`src/rtl/freq_meter_ctrl_if.sv`:
```
// freq_meter_ctrl_if: control and status bundle between the gate sequencer and its host/counter/latch
interface freq_meter_ctrl_if;
  logic start;
  logic stop;
  logic continuous;
  logic cnt_ovf;
  logic cnt_enable;
  logic cnt_clear_n;
  logic lat_lock;
  logic busy;
  logic done;
  logic over_range;
  modport master (output start, stop, continuous, cnt_ovf,
                  input  cnt_enable, cnt_clear_n, lat_lock, busy, done, over_range);
  modport slave  (input  start, stop, continuous, cnt_ovf,
                  output cnt_enable, cnt_clear_n, lat_lock, busy, done, over_range);
endinterface

```
`src/rtl/freq_meter_ctrl.sv`:
```
// freq_meter_ctrl: gate-timing sequencer (GATE -> SETTLE -> LOAD -> CLEAR) driving a BCD counter and display latch
module freq_meter_ctrl #(
  parameter int TIMER_W       = 24,
  parameter int GATE_CYCLES   = 1000,
  parameter int SETTLE_CYCLES = 2,
  parameter int LOAD_CYCLES   = 2,
  parameter int CLEAR_CYCLES  = 2
) (
  input logic clk,
  input logic reset,
  freq_meter_ctrl_if.slave f
);
  typedef enum logic [2:0] {IDLE, GATE, SETTLE, LOAD, CLEAR} state_t;
  state_t state, state_n;
  logic [TIMER_W-1:0] timer, timer_n, len;
  logic [1:0] ovf_sync;
  logic ovf_d, ovf_rise, stop_pend, ovf_seen, t0, enter;
  always_comb begin
    t0 = timer == '0;
    state_n = state;
    case (state)
      IDLE:    state_n = (f.start && !f.stop) ? GATE : IDLE;
      GATE:    state_n = f.stop ? CLEAR : t0 ? SETTLE : GATE;
      SETTLE:  state_n = t0 ? LOAD : SETTLE;
      LOAD:    state_n = t0 ? CLEAR : LOAD;
      CLEAR:   state_n = !t0 ? CLEAR : (f.continuous && !stop_pend && !f.stop) ? GATE : IDLE;
      default: state_n = IDLE;
    endcase
    len = state_n == GATE   ? TIMER_W'(GATE_CYCLES - 1) :
          state_n == SETTLE ? TIMER_W'(SETTLE_CYCLES - 1) :
          state_n == LOAD   ? TIMER_W'(LOAD_CYCLES - 1) :
          state_n == CLEAR  ? TIMER_W'(CLEAR_CYCLES - 1) : '0;
    enter = state_n != state;
    timer_n = enter ? len : t0 ? '0 : timer - 1'b1;
    ovf_rise = ovf_sync[1] && !ovf_d;
  end
  always_ff @(posedge clk or posedge reset) begin
    if (reset) begin
      state         <= IDLE;
      timer         <= '0;
      ovf_sync      <= '0;
      ovf_d         <= 1'b0;
      stop_pend     <= 1'b0;
      ovf_seen      <= 1'b0;
      f.cnt_enable  <= 1'b0;
      f.cnt_clear_n <= 1'b0;
      f.lat_lock    <= 1'b1;
      f.busy        <= 1'b0;
      f.done        <= 1'b0;
      f.over_range  <= 1'b0;
    end else begin
      state    <= state_n;
      timer    <= timer_n;
      ovf_sync <= {ovf_sync[0], f.cnt_ovf};
      ovf_d    <= ovf_sync[1];
      // a stop seen anywhere while busy forces the next exit to IDLE
      if (state_n == IDLE) stop_pend <= 1'b0;
      else if (f.stop && state != IDLE) stop_pend <= 1'b1;
      if (enter && state_n == GATE) ovf_seen <= 1'b0;
      else if (ovf_rise && (state == GATE || state == SETTLE)) ovf_seen <= 1'b1;
      f.cnt_enable  <= state_n == GATE;
      f.cnt_clear_n <= !(state_n == IDLE || state_n == CLEAR);
      f.lat_lock    <= state_n != LOAD;
      f.busy        <= state_n != IDLE;
      f.done        <= state == LOAD && state_n == CLEAR;
      if (state == LOAD && state_n == CLEAR) f.over_range <= ovf_seen;
    end
  end
endmodule

```
`src/flat_wrapper.sv`:
```
// flat-port wrapper written by rule: the top's interface ports become plain ports
module freq_meter_ctrl_flat 
#(
  parameter int TIMER_W       = 24,
  parameter int GATE_CYCLES   = 1000,
  parameter int SETTLE_CYCLES = 2,
  parameter int LOAD_CYCLES   = 2,
  parameter int CLEAR_CYCLES  = 2
)
  (clk, reset, f_start, f_stop, f_continuous, f_cnt_ovf, f_cnt_enable, f_cnt_clear_n, f_lat_lock, f_busy, f_done, f_over_range);
  freq_meter_ctrl_if f_i ();
  input logic clk;
  input logic reset;
  input wire logic [$bits(f_i.start)-1:0] f_start;
  input wire logic [$bits(f_i.stop)-1:0] f_stop;
  input wire logic [$bits(f_i.continuous)-1:0] f_continuous;
  input wire logic [$bits(f_i.cnt_ovf)-1:0] f_cnt_ovf;
  output wire logic [$bits(f_i.cnt_enable)-1:0] f_cnt_enable;
  output wire logic [$bits(f_i.cnt_clear_n)-1:0] f_cnt_clear_n;
  output wire logic [$bits(f_i.lat_lock)-1:0] f_lat_lock;
  output wire logic [$bits(f_i.busy)-1:0] f_busy;
  output wire logic [$bits(f_i.done)-1:0] f_done;
  output wire logic [$bits(f_i.over_range)-1:0] f_over_range;
  assign f_i.start = f_start;
  assign f_i.stop = f_stop;
  assign f_i.continuous = f_continuous;
  assign f_i.cnt_ovf = f_cnt_ovf;
  assign f_cnt_enable = f_i.cnt_enable;
  assign f_cnt_clear_n = f_i.cnt_clear_n;
  assign f_lat_lock = f_i.lat_lock;
  assign f_busy = f_i.busy;
  assign f_done = f_i.done;
  assign f_over_range = f_i.over_range;
  freq_meter_ctrl #(.TIMER_W(TIMER_W), .GATE_CYCLES(GATE_CYCLES), .SETTLE_CYCLES(SETTLE_CYCLES), .LOAD_CYCLES(LOAD_CYCLES), .CLEAR_CYCLES(CLEAR_CYCLES)) u_core (.clk(clk), .reset(reset), .f(f_i));
endmodule
```
`config.mk`:
```
export PLATFORM = sky130hd
export DESIGN_NAME = freq_meter_ctrl_flat
export DESIGN_NICKNAME = d
export VERILOG_FILES = /design/src/rtl/freq_meter_ctrl_if.sv /design/src/rtl/freq_meter_ctrl.sv /design/src/flat_wrapper.sv
export SDC_FILE = /design/constraint.sdc
export NUM_CORES = 1
export LEC_CHECK = 0
export BUFFER_PORTS_ARGS = -buffer_cell sky130_fd_sc_hd__buf_4
export CORE_AREA = 2 2 60 85
export DETAILED_ROUTE_END_ITERATION = 8
export DIE_AREA = 0 0 62 87
export MAX_ROUTING_LAYER = met4
export SLEW_MARGIN = 25
export SYNTH_ARGS = -nofsm -noshare
export SYNTH_HDL_FRONTEND = slang
export SYNTH_SLANG_ARGS = --single-unit
export TNS_END_PERCENT = 10
```
`constraint.sdc`:
```
create_clock -name clk -period 2.9 [get_ports clk]
set_input_delay 0 -clock clk [delete_from_list [all_inputs] [get_ports clk]]
set_output_delay 0 -clock clk [all_outputs]
set_load 0.02 [all_outputs]
```
==> key figures <==
Detailed routing
  – Via count: 1321
  – Wire length per cell: 12.62 µm
  – Pre-Repair DR Iteration Count: 4
  – Antenna-violating nets left: 0
  – DRC Markers: 0
  – Initial DRC count: 19
  – Post-Route WL: 3332 µm
  – Drt via density: 5.004

STA
  – Worst Skew: 0.004210 ns
  – Worst hold slack: 0.1023 ns
  – Post-route minimum period: 2.609 ns
  – Slew Viols, Final: 0
  – Least-Margin Pin Slew: 0.5902 ns
  – Final period util: 89.97%
  – Fmax: 383.3 MHz
  – Final hold vios: 0
  – Setup ws final: 0.2907 ns
  – Relative slew slack: 60.29%
  – Final setup fails: 0
  – Setup TNS: 0 ns
  – Unrepaired setup endpoints after global routing: no

Floorplanning
  – Die area: 5394 µm²
  – Die Span X: 62 µm
  – Number of core rows: 30
  – Core area: 4692 µm²
  – Vert. Die Dim: 87 µm
  – Starting Density: 40.08%
  – Io pins: 12

Global routing
  – GRT overflow: 0
  – Largest net degree at the start of global routing: 25
  – Vias in the first global route: 1246
  – Tot GR Track Use: 14.65%
  – First-pass GRT wire length: 5685 µm
  – Initial antenna violation count: 0

Logic synthesis
  – Area share of the largest cell type after synthesis: 49.23%
  – Synth warn: 0
  – Post-Synthesis Cell Area: 1881 µm²
  – Synth cell count leaders: 37 x dfrtp_1, 28 x nor2_1, 14 x o21ai_0, 11 x xnor2_1
  – Post-synth EDFFs: 0
  – Yosys cell types: 42
  – Gate Count Post-Synth: 184
  – Largest area contributor in the synthesized netlist: dfrtp_1
  – Syn nets: 191
  – Syn avg cell area: 10.22 µm²
  – Sequential share of the synthesized area: 50.63%
  – Synthesis-stage register bit count: 38
  – Most common cell in the netlist: dfrtp_1
  – Dominant cells by area after synthesis: dfrtp_1 49%, nor2_1 5.6%, xnor2_1 5.1%
  – Top FF cell, synth: dfrtp_1
  – FFs w/ async S/R, synth: 100.0%

Worst setup path
  – Crit path cell chain: or4_4 > or4_4 > nor4_4 > nand3_1 > inv_1 > mux2_2
  – Crit path kind: register to register
  – WP buf/inv: 1
  – Largest stage delay, worst path: 0.55 ns
  – Cell depth of the worst flop-to-flop path: 6
  – CP Depth: 6
  – Crit path top cell by count: or4_4
  – Crit. End Element: register
  – CP Launch Type: register
  – Worst EP required: 3.07 ns
  – CP max-delay cell: or4_4
  – Worst-path maximum fanout: 8
  – Critical Path AT: 2.78 ns
  – CP top delay family: simple AND/OR/NAND/NOR gates

Final layout
  – Total area of sequential cells: 952.2 µm²
  – Ant. Diodes: 0
  – Finished Core Util: 45.20%
  – Layout area overhead: 12.77%
  – Non-filler cells, final: 264
  – Final instance area: 2121 µm²
  – Share of cells above drive strength 1: 17.00%
  – Footprint of the multi-input gates: 845.8 µm²
  – Fill cell count: 479
  – NumNets Final: 206

Placed design
  – GPL Wtd Cong: 0.7752
  – I/O Buffers: 11
  – Placed Cells: 254
  – Place WS: 0.3160 ns
  – Area after DPL: 2009 µm²
  – DP HPWL: 2393 µm

Clock tree
  – Worst-path clk slew: 0.07 ns
  – Clock latency on the worst-skew pair: 0.29 ns
  – CTS Buf Count: 5
  – CTS tree: built
  – TritonCTS Sinks: 38
  – Setup Fix Bufs, Post-CTS: 0
  – CTS H-tree lvls: 2
  – Root Driver: clkbuf_8
  – Max Root-Sink Buffers: 2

Run status
  – Status: completed

Pwr
  – Switching share of power: 36.90%
  – Internal: 1.174 mW
  – NetSw: 686.4 µW
  – Clock share of power: 19.5%
  – Reg power frac: 44.8%
  – Pwr/cell area: 877.0 nW/µm²
  – Leakage: 0.9514 nW
  – Final Power: 1.860 mW
  – Logic pwr share: 35.7%
  – Worst ir drop on vdd: 0.2809 mV

Hold path
  – Hold Crit Depth: 3
  – Hold crit path type: primary input to register

Job
  – Max-cap viol count: 0
==> cell type report <==
cell class / count / area share (%)
Inverter: 7 / 1.239
Multi-Input combinational cell: 131 / 39.88
Sequential cell: 38 / 44.90
Clock inverter: 1 / 0.2360
Clock buffer: 7 / 4.071
Tap cell: 64 / 3.776
Timing Repair Buffer: 16 / 5.900
==> cell families (layout without fill, tap and decap cells) <==
family,count (synthesis),count (layout),share of synthesized area (%)
compound gates,29,29,9.581
simple gates,78,78,23.82
mux,2,2,1.131
fa+ha+maj,1,1,0.6652
buf+inv,15,31,4.391
xor+xnor,21,21,9.780
flops,38,38,50.63
==> sequential cells by signal, indices dropped and copies added, names as in the netlist <==
signal and flops:
u_core.f.over_range 1, u_core.f.cnt_clear_n 1, u_core.ovf_seen 1, u_core.ovf_d 1, u_core.timer 24, u_core.ovf_sync 2, u_core.f.lat_lock 1, u_core.f.busy 1
u_core.state 3, u_core.f.cnt_enable 1, u_core.f.done 1, u_core.stop_pend 1
==> power groups by stage <==
stage | registers, mW | logic [mW] | clock network, mW
2_1_floorplan | 0.803 | 0.581 | 0
3_3_place_gp | 0.846 | 0.669 | 0
3_5_place_dp | 0.845 | 0.666 | 0
4_1_cts | 0.835 | 0.674 | 0.375
5_1_grt | 0.859 | 0.755 | 0.398
6_report | 0.834 | 0.664 | 0.363
==> path summary, 6_finish.rpt <==
check / startpoint / to / slack [ns]
max reg2reg: u_core.timer[16] / u_core.f.over_range / 0.29
min reg2reg: u_core.ovf_sync[0] / u_core.ovf_sync[1] / 0.35
min in group asynchronous: reset / u_core.timer[15] / 0.31
min: f_continuous / u_core.f.busy / 0.10
max: u_core.timer[16] / u_core.f.over_range / 0.29
max in group asynchronous: reset / u_core.f.lat_lock / 1.85
==> cell usage in the layout (no fill, tap or decap), types with 2 or more instances in the layout <==
cell type,instances
a2111oi_0,2
a21oi_1,3
a22oi_1,2
a31oi_1,2
buf_4,14
clkbuf_8,6
dfrtp_1,37
dlygate4sd3_1,2
inv_1,7
nand2_1,6
nand3_1,4
nand3b_1,3
nor2_1,28
nor2b_1,4
nor3_1,10
nor4_1,6
o21ai_0,14
o41ai_1,2
or2_2,2
or3_1,2
or4_4,3
xnor2_1,11
xor2_1,10
==> routing by layer <==
layer / GRT usage, % / up-vias / routed length (µm)
li1: - / 669 / -
met2: 22.54 / 19 / 1680
met1: 17.30 / 627 / 1481
met3: 4.012 / 6 / 90
met4: 6.963 / 0 / 80
met5: - / - / 0
==> repair_timing <==
item,CTS,global route
endpoints found under the hold margin,15,0
gates resized for setup,0,0
hold buffers,2,0
==> worst reg2reg max path, cell delays in order, from the launching register on <==
cell and delay (ns):
dfrtp_1 0.42, or4_4 0.55, or4_4 0.47, nor4_4 0.44
nand3_1 0.18, inv_1 0.11, mux2_2 0.33
No activity file was read; power rests on OpenSTA's default activity.
